$ cat config.mk
export PLATFORM = sky130hd
export DESIGN_NAME = seq_pattern_tx
export DESIGN_NICKNAME = d
export VERILOG_FILES = /design/src/rtl/seq_pattern_tx_pkg.sv /design/src/rtl/seq_pattern_tx_shift_reg.sv /design/src/rtl/seq_pattern_tx.sv
export SDC_FILE = /design/constraint.sdc
export NUM_CORES = 1
export LEC_CHECK = 0
export ABC_AREA = 1
export CELL_PAD_IN_SITES_DETAIL_PLACEMENT = 2
export CELL_PAD_IN_SITES_GLOBAL_PLACEMENT = 2
export CORE_ASPECT_RATIO = 0.5
export CORE_MARGIN = 1
export CORE_UTILIZATION = 28
export DETAILED_ROUTE_END_ITERATION = 8
export PLACE_DENSITY = 0.84
export RECOVER_POWER = 100
export SYNTH_ARGS = -nofsm -noshare
export SYNTH_HDL_FRONTEND = slang
export SYNTH_SLANG_ARGS = --single-unit
$ cat constraint.sdc
create_clock -name clk -period 1.3 [get_ports clk]
set_input_delay 0.26 -clock clk [delete_from_list [all_inputs] [get_ports clk]]
set_output_delay 0.26 -clock clk [all_outputs]
set_load 0.01 [all_outputs]
$ cat src/rtl/seq_pattern_tx_pkg.sv
// seq_pattern_pkg
//   Shared definitions for the serial pattern transmitter:
//   - state_t     : FSM state encoding (2 bits; code 2'd3 is unused)
//   - PAT_DEFAULT : shift-register contents after reset
//   - clog2       : constant-evaluable ceiling log2 for sizing counters
package seq_pattern_pkg;

    typedef enum logic [1:0] {
        ST_IDLE = 2'd0,
        ST_SEND = 2'd1,
        ST_GAP  = 2'd2
    } state_t;

    localparam logic [3:0] PAT_DEFAULT = 4'b1001;

    // Returns ceil(log2(value)); clog2(1) = 0.
    function automatic int clog2(input int value);
        int r;
        r = 0;
        while ((1 << r) < value) begin
            r = r + 1;
        end
        return r;
    endfunction

endpackage

$ cat src/rtl/seq_pattern_tx_shift_reg.sv
// pat_shift_reg
//   PAT_W-bit parallel-load, MSB-first parallel-in/serial-out register.
//   Ports:
//     clk    in   clock, updates on posedge
//     rst    in   asynchronous active-high reset, loads PAT_DEFAULT
//     load   in   parallel load of d (has priority over shift)
//     shift  in   shift left by one, zero fill at the LSB
//     d      in   PAT_W-bit parallel load value
//     q_msb  out  current most significant bit
module pat_shift_reg #(
    parameter int               PAT_W       = 4,
    parameter logic [PAT_W-1:0] PAT_DEFAULT = PAT_W'(seq_pattern_pkg::PAT_DEFAULT)
) (
    input  logic             clk,
    input  logic             rst,
    input  logic             load,
    input  logic             shift,
    input  logic [PAT_W-1:0] d,
    output logic             q_msb
);

    logic [PAT_W-1:0] q;

    always_ff @(posedge clk or posedge rst) begin
        if (rst) begin
            q <= PAT_DEFAULT;
        end else if (load) begin
            q <= d;
        end else if (shift) begin
            q <= {q[PAT_W-2:0], 1'b0};
        end
    end

    assign q_msb = q[PAT_W-1];

endmodule

$ cat src/rtl/seq_pattern_tx.sv
// seq_pattern_tx
//   Serial pattern transmitter. Captures a PAT_W-bit pattern and a repeat
//   count on an accepted start, then drives the pattern MSB-first on dout,
//   one bit per clock, reps times, with GAP zero bits between repetitions.
//
//   Handshake: start is a request sampled on posedge. It is accepted only
//   when the block is idle (busy=0) and reps is non-zero; at that edge
//   pat_in and reps are captured and busy rises. Requests while busy, or
//   with reps=0, are dropped without any side effect. Completion is a
//   one-cycle done pulse coincident with busy falling; the next request can
//   be accepted on the following edge.
//
//   Ports:
//     clk        in   system clock
//     rst        in   asynchronous active-high reset
//     start      in   transmit request
//     pat_in     in   pattern captured on accept
//     reps       in   repetition count captured on accept
//     dout       out  serial line bit (idle low), registered
//     dvalid     out  dout carries a pattern or gap bit, registered
//     busy       out  frame in progress, registered
//     done       out  one-cycle completion pulse, registered
//     state_dbg  out  current FSM state code (debug)
module seq_pattern_tx #(
    parameter int               PAT_W       = 4,
    parameter int               CNT_W       = 8,
    parameter int               GAP         = 0,
    parameter logic [PAT_W-1:0] PAT_DEFAULT = PAT_W'(seq_pattern_pkg::PAT_DEFAULT)
) (
    input  logic             clk,
    input  logic             rst,
    input  logic             start,
    input  logic [PAT_W-1:0] pat_in,
    input  logic [CNT_W-1:0] reps,
    output logic             dout,
    output logic             dvalid,
    output logic             busy,
    output logic             done,
    output logic [1:0]       state_dbg
);

    import seq_pattern_pkg::*;

    localparam int BIT_W = clog2(PAT_W);
    localparam int GAP_W = (clog2(GAP + 1) < 1) ? 1 : clog2(GAP + 1);
    localparam logic [BIT_W-1:0] BIT_LAST = BIT_W'(PAT_W - 1);
    localparam logic [GAP_W-1:0] GAP_LAST = (GAP > 0) ? GAP_W'(GAP - 1) : '0;

    state_t           state, state_d;
    logic [PAT_W-1:0] pat_q, pat_d;
    logic [CNT_W-1:0] rep_cnt, rep_d;
    logic [BIT_W-1:0] bit_cnt, bit_d;
    logic [GAP_W-1:0] gap_cnt, gap_d;
    logic             dout_q, dout_d;
    logic             dvalid_q, dvalid_d;
    logic             busy_q, busy_d;
    logic             done_q, done_d;

    logic             sr_load;
    logic             sr_shift;
    logic [PAT_W-1:0] sr_d;
    logic             sr_msb;

    // The shift register holds the bits still to be sent *after* the one
    // currently on the line, so its MSB is always the next dout value.
    // That lets dout stay a plain flop with no extra bit-select mux.
    pat_shift_reg #(
        .PAT_W       (PAT_W),
        .PAT_DEFAULT (PAT_DEFAULT)
    ) u_shift (
        .clk   (clk),
        .rst   (rst),
        .load  (sr_load),
        .shift (sr_shift),
        .d     (sr_d),
        .q_msb (sr_msb)
    );

    always_comb begin
        state_d  = state;
        pat_d    = pat_q;
        rep_d    = rep_cnt;
        bit_d    = bit_cnt;
        gap_d    = gap_cnt;
        dout_d   = 1'b0;
        dvalid_d = 1'b0;
        busy_d   = 1'b0;
        done_d   = 1'b0;
        sr_load  = 1'b0;
        sr_shift = 1'b0;
        sr_d     = {pat_q[PAT_W-2:0], 1'b0};

        case (state)
            ST_IDLE: begin
                if (start && !busy_q && (reps != '0)) begin
                    state_d  = ST_SEND;
                    pat_d    = pat_in;
                    rep_d    = reps;
                    bit_d    = BIT_LAST;
                    sr_load  = 1'b1;
                    sr_d     = {pat_in[PAT_W-2:0], 1'b0};
                    dout_d   = pat_in[PAT_W-1];
                    dvalid_d = 1'b1;
                    busy_d   = 1'b1;
                end
            end

            ST_SEND: begin
                busy_d   = 1'b1;
                dvalid_d = 1'b1;
                if (bit_cnt != '0) begin
                    sr_shift = 1'b1;
                    dout_d   = sr_msb;
                    bit_d    = bit_cnt - 1'b1;
                end else begin
                    // LSB of this repetition is on the line now.
                    rep_d = (rep_cnt != '0) ? rep_cnt - 1'b1 : '0;
                    if (rep_cnt <= CNT_W'(1)) begin
                        state_d  = ST_IDLE;
                        dvalid_d = 1'b0;
                        busy_d   = 1'b0;
                        done_d   = 1'b1;
                    end else if (GAP > 0) begin
                        state_d = ST_GAP;
                        gap_d   = GAP_LAST;
                    end else begin
                        sr_load = 1'b1;
                        dout_d  = pat_q[PAT_W-1];
                        bit_d   = BIT_LAST;
                    end
                end
            end

            ST_GAP: begin
                busy_d   = 1'b1;
                dvalid_d = 1'b1;
                if (gap_cnt != '0) begin
                    gap_d = gap_cnt - 1'b1;
                end else begin
                    state_d = ST_SEND;
                    sr_load = 1'b1;
                    dout_d  = pat_q[PAT_W-1];
                    bit_d   = BIT_LAST;
                end
            end

            default: begin
                state_d = ST_IDLE;
            end
        endcase
    end

    always_ff @(posedge clk or posedge rst) begin
        if (rst) begin
            state    <= ST_IDLE;
            pat_q    <= PAT_DEFAULT;
            rep_cnt  <= '0;
            bit_cnt  <= '0;
            gap_cnt  <= '0;
            dout_q   <= 1'b0;
            dvalid_q <= 1'b0;
            busy_q   <= 1'b0;
            done_q   <= 1'b0;
        end else begin
            state    <= state_d;
            pat_q    <= pat_d;
            rep_cnt  <= rep_d;
            bit_cnt  <= bit_d;
            gap_cnt  <= gap_d;
            dout_q   <= dout_d;
            dvalid_q <= dvalid_d;
            busy_q   <= busy_d;
            done_q   <= done_d;
        end
    end

    assign dout      = dout_q;
    assign dvalid    = dvalid_q;
    assign busy      = busy_q;
    assign done      = done_q;
    assign state_dbg = state;

endmodule
# --- Word-level counts from Yosys, hierarchy flattened ---
# Cells that the tools add are included.
classes:
  n_addsub: 3
  order_cmp: 1
  eq_ne: 7
  n_mux: 36
  n_reduce_logical: 14
op_table:
  columns: ["cell", "n"]
  rows:
  - ["$mux W8", 3]
  - ["$mux W2", 8]
  - ["$mux W4", 4]
  - ["$pmux W8 S2", 1]
  - ["$reduce_bool A8 Y1", 2]
  - ["$mux W1", 15]
  - ["$pmux W2 S3", 2]
  - ["$pmux W1 S3", 3]
  - ["$le A8 B1 Y1 const B", 1]
  - ["$ne A2 B2 Y1 const B", 4]
  - ["$reduce_and A4 Y1", 2]
  - ["$sub A8 B1 Y8 const B", 1]
  - ["$reduce_bool A2 Y1", 3]
  - ["$ne A3 B3 Y1 const B", 1]
  - ["$reduce_and A3 Y1", 1]
  - ["$reduce_bool A3 Y1", 1]
  - ["$eq A2 B1 Y1 const B", 1]
  - ["$eq A2 B2 Y1 const B", 1]
  - ["$logic_and A1 B1 Y1", 2]
  - ["$logic_not A2 Y1", 1]
  - ["$reduce_and A2 Y1", 1]
  - ["$sub A2 B1 Y2 const B", 1]
  - ["$logic_not A1 Y1", 1]
  - ["$sub A1 B1 Y1 const B", 1]
totals:
  register_bits: 24
  in_bits: 15
  out_inout_bits: 6
  word_cells: 70

# --- Logic depth before layout (Yosys ltp) ---
depth:
  word_depth: 6
  depth_mapped: 10
  depth_no_buf: 9

# --- Hierarchy ---
# Synthesis repeated with hierarchy kept, for this count alone.
hier_totals:
  cells_unflattened: 185
  hier_area_um2: 1373.8
by_module_without_submodules:
  columns: ["module", "n_inst", "cells_per_inst", "area_each_um2"]
  rows:
  - ["seq_pattern_tx", 1, 163, 1193.6]
  - ["pat_shift_reg", 1, 22, 180.2]

# --- Worst setup path before layout ---
# No wires, ideal clock.
synth_timing:
  path_type: "reg-to-reg"
  from: "register rep_cnt[0]"
  to: "register u_shift.q[1]"
  t_arrival_ns: 1.350
  required_ns: 1.184
  slack_ns: -0.166
  stages_incl_launch_ff: 10
  n_path_buf: 0
  synth_period_minus_slack_ns: 1.466
  cell_sequence: "dfrtp_1 > inv_1 > ha_1 > or2_4 > nand4_4 > nand2_4 > nand2_1 > nand3_1 > nand2_1 > nand2_1"
synth_via:
  elab_chain_len: 5
  elab_cells_between_ends: 6
synth_rtl:
  columns: ["item", "line", "text"]
  rows:
  - ["from (decl)", "seq_pattern_tx.sv:51", "logic [CNT_W-1:0] rep_cnt, rep_d;"]
  - ["from (signal assigned)", "seq_pattern_tx.sv:167", "rep_cnt <= rep_d;"]
  - ["$le A8 B1 Y1 *", "seq_pattern_tx.sv:118", "if (rep_cnt <= CNT_W'(1)) begin"]
  - ["$mux W1 *", null, null]
  - ["$mux W1 *", "seq_pattern_tx.sv:111", "if (bit_cnt != '0) begin"]
  - ["$pmux W1 S3 *", "seq_pattern_tx.sv:93", "case (state)"]
  - ["$mux W4 or $reduce_bool A2 Y1 (tied branches)", null, null]
  - ["to (signal assigned)", "seq_pattern_tx_shift_reg.sv:30", "q <= {q[PAT_W-2:0], 1'b0};"]
  - ["to (decl)", "seq_pattern_tx_shift_reg.sv:22", "logic [PAT_W-1:0] q;"]
# Every way passes the cells marked *; elsewhere a longest branch is shown, timed or not.
# A chain may end at the register's enable or synchronous reset.

# --- Worst setup path in the final report ---
layout_timing:
  from: "register rep_cnt[4]"
  to: "register rep_cnt[7]"
layout_via:
  elab_chain_len: 4
  elab_cells_between_ends: 5
layout_rtl:
  columns: ["item", "line", "text"]
  rows:
  - ["$sub A8 B1 Y8 or $reduce_bool A8 Y1 (tied branches)", "seq_pattern_tx.sv:117", "rep_d = (rep_cnt != '0) ? rep_cnt - 1'b1 : '0;"]
  - ["$mux W8 *", "seq_pattern_tx.sv:117", null]
  - ["$mux W8 *", "seq_pattern_tx.sv:111", null]
  - ["$pmux W8 S2 *", "seq_pattern_tx.sv:93", null]
# Every way passes the cells marked *; elsewhere a longest branch is shown, timed or not. The select of a mux whose other input is x is not followed.

==> metrics.txt <==
GRT met1 Usage=about a third; Post-Layout Inst Area=0.002406 mm^2; CP arrival=1910 ps; first-pass GRT wire length=approximately 10000 um; Finish-stage setup viols=21; setup tns final=-3671 ps; WS Path Type=flip-flop to flip-flop; Post-Synthesis Cells=171; Nets=262; PortBufs=19; worst skew pair latency=290 ps; origin of the critical flop-to-flop path=rep_cnt[4]; final hold violation count=0; Unique masters post-synth=30; Rel. slew slack=57.58%; die width=101.8 um; synth warn=0; R2R Setup Slk=-390 ps; post-detailed-placement half-perimeter wirelength=4049 um; total grt overflow=0; register area share after synthesis=39.86%; most frequent cells in the layout=38 x buf_4, 27 x nand2_1, 17 x nand2_2, 17 x dfrtp_1; final RePlAce weighted congestion=0.6843; Setup crit end=rep_cnt[7]; CP endpoint kind=flip-flop; Clock transition at path regs=110 ps; CTS max path bufs=2; RR Endpoint=rep_cnt[7]; Critical Path Start=rep_cnt[4]; register bit total from synthesis=22; Lkg Pwr=1.146 nW; failing checks=negative setup slack; post-route clock period utilization=129.7%; GR Util met2=50.00%; placed cell area=0.001914 mm^2; share of layout cells above drive strength 1=about 61%; P per Cell Area=643.5 mW/mm^2; Die H=~52 um; RSZ-0062 raised after global routing=true; WL final=7596 um; Avg Vias per Cell=roughly 5; hold crit path type=flip-flop to flip-flop; I/O pin count=21; largest net degree at the start of global routing=23; synthesized net count=189; via count=1539; Pins Over Slew Limit=0; DRT Pass-1 Iters=4; Clock Root Buffer=clkbuf_8; Core ar.=0.004594 mm^2; Diodes inserted=0; clock skew=15.84 ps; WL per Instance=24.58 um; initial antenna violation count=0; M3 GR Usage=5.914%; vias in the first global route=roughly 1800; total power=1.548 mW; area of the multi-input gates=969.7 um^2; clk sinks=22; Mapped Avg Cell Area=just over 8 um^2; fmax=0.5930 GHz; outcome=complete, but fails checks; R2R depth=8; Routed Antenna Nets=0; WP data required=1520 ps; Area Growth Syn to Fin=72.62%; minimum clock period=1686 ps; fillers=between 400 and 500; Num CTS Buffers=3; Synth Cell Area=0.001394 mm^2; leading cell type in the layout, fill and taps excluded=buf_4; dpl ws=-538.5 ps; max_cap viols=0; TritonCTS clock tree=done; Initial Util=30.34%; htree depth=1; DRC viols=0; Peak supply drop=544.6 uV; crit path launch type=flip-flop; GRT busiest layer=met2; post-route setup slack=-386.4 ps; Post-CTS Hold Buffers=0; Slew @ Worst Pin=636.3 ps; total track usage=28.48%; worst-path maximum fanout=4; row count=17; die area=around 0.0053 mm^2; sequential cell area=556.8 um^2; DRT iter0 DRCs=67
## worst max-delay path, stage by stage (launching register included)
cell and delay, ps:
dfrtp_1 450, buf_4 190, nor2_1 130, nand2_1 120, nor2_2 180, nor2_1 70
nor2_1 180, nand2_1 120, a21oi_2 170
## per-stage QoR
step                std cells  hold slack (ps)  utilization, %
detailed placement        288            473.4           41.67
global placement          288            451.7           41.67
finish                    309            491.9           52.37
floorplan                 171            246.3               -
CTS                       302            327.0           48.86
global route              309            505.9           52.37
## power breakdown
group	leakage, nW	internal, mW	total [mW]	switching [mW]
logic	0.857	0.0627	0.140	0.0772
registers	0.253	0.688	0.694	0.00615
clock network	0.0357	0.413	0.714	0.301
## how the worst min path moves through the flow
stage                             from            to  slack [ps]  depth (start not counted)
after floorplan                    rst    bit_cnt[0]         250                          1
after global placement        pat_q[3]      pat_q[3]         450                          2
after detailed placement  u_shift.q[0]  u_shift.q[0]         470                          2
after CTS                          rst          done         330                          3
after global routing      u_shift.q[0]  u_shift.q[0]         510                          2
final                     u_shift.q[0]  u_shift.q[0]         490                          2
## layer usage
metal / vias to the layer above / wire length [um] / part of all wire (%)
li1: 681 / - / -
met2: 47 / 3725 / 49
met3: 25 / 295 / 3.9
met5: - / 0 / 0
met1: 786 / 3305 / 44
met4: 0 / 269 / 3.5
## cell usage after synthesis
cell      count  area (um^2)
nand4_1       5        31.28
ha_1          3        37.54
o21ai_1       4        20.02
nand3_4       2        35.03
o211ai_1      3        22.52
nor2_1       10        37.54
o22ai_1       4        25.02
xnor2_1       2        17.52
a21oi_1       1        5.000
buf_12        1        20.02
o21a_1        1        7.510
nand2_4       2        22.52
o21ai_2       4        35.03
dfrtp_1      18        450.4
nand3_1      10        50.05
nor2_4        2        22.52
xor2_1        1        8.760
conb_1        1        3.750
inv_1        22        82.58
nor2_2        7        43.79
inv_4         1        6.260
buf_4         2        15.01
nand4_4       1        21.27
dfstp_2       4        105.1
or2_4         1        8.760
buf_6         2        22.52
inv_2         4        15.01
nand2_2       5        31.28
a21oi_2       2        17.52
nand2_1      46        172.7
## state kept, by name (all words and copies together) (netlist names)
register / cells
rep_cnt: 8
busy: 1
state_dbg: 1
pat_q: 4
dout: 1
done: 1
bit_cnt: 2
u_shift.q: 4
## cell type report
cell class	instances	share of cell area, %
Multi-Input combinational cell	118	40.30
Timing Repair Buffer	72	25.74
Sequential cell	22	23.14
Inverter	27	4.420
Tap cell	66	3.432
Clock buffer	3	1.716
Clock inverter	1	1.248
## cell families (layout without fill, tap and decap cells)
family / after synthesis / in the layout / synth area share (%)
flip-flops: 22 / 22 / 39.86
XOR/XNOR: 3 / 3 / 1.885
AND/OR/NAND/NOR: 91 / 92 / 34.20
other: 1 / 1 / 0.2690
buffers and inverters: 32 / 103 / 11.58
adder cells (fa/ha/maj): 3 / 3 / 2.693
AO/OA/AOI/OAI: 19 / 19 / 9.515
## repair_timing
item | CTS | global route
gates cloned | 1 | 0
setup endpoints to repair | 26 | 21
setup buffers | 9 | 7
gates resized for setup | 68 | 30
pin swaps | 16 | 21
(Power assumes the default switching activity.)
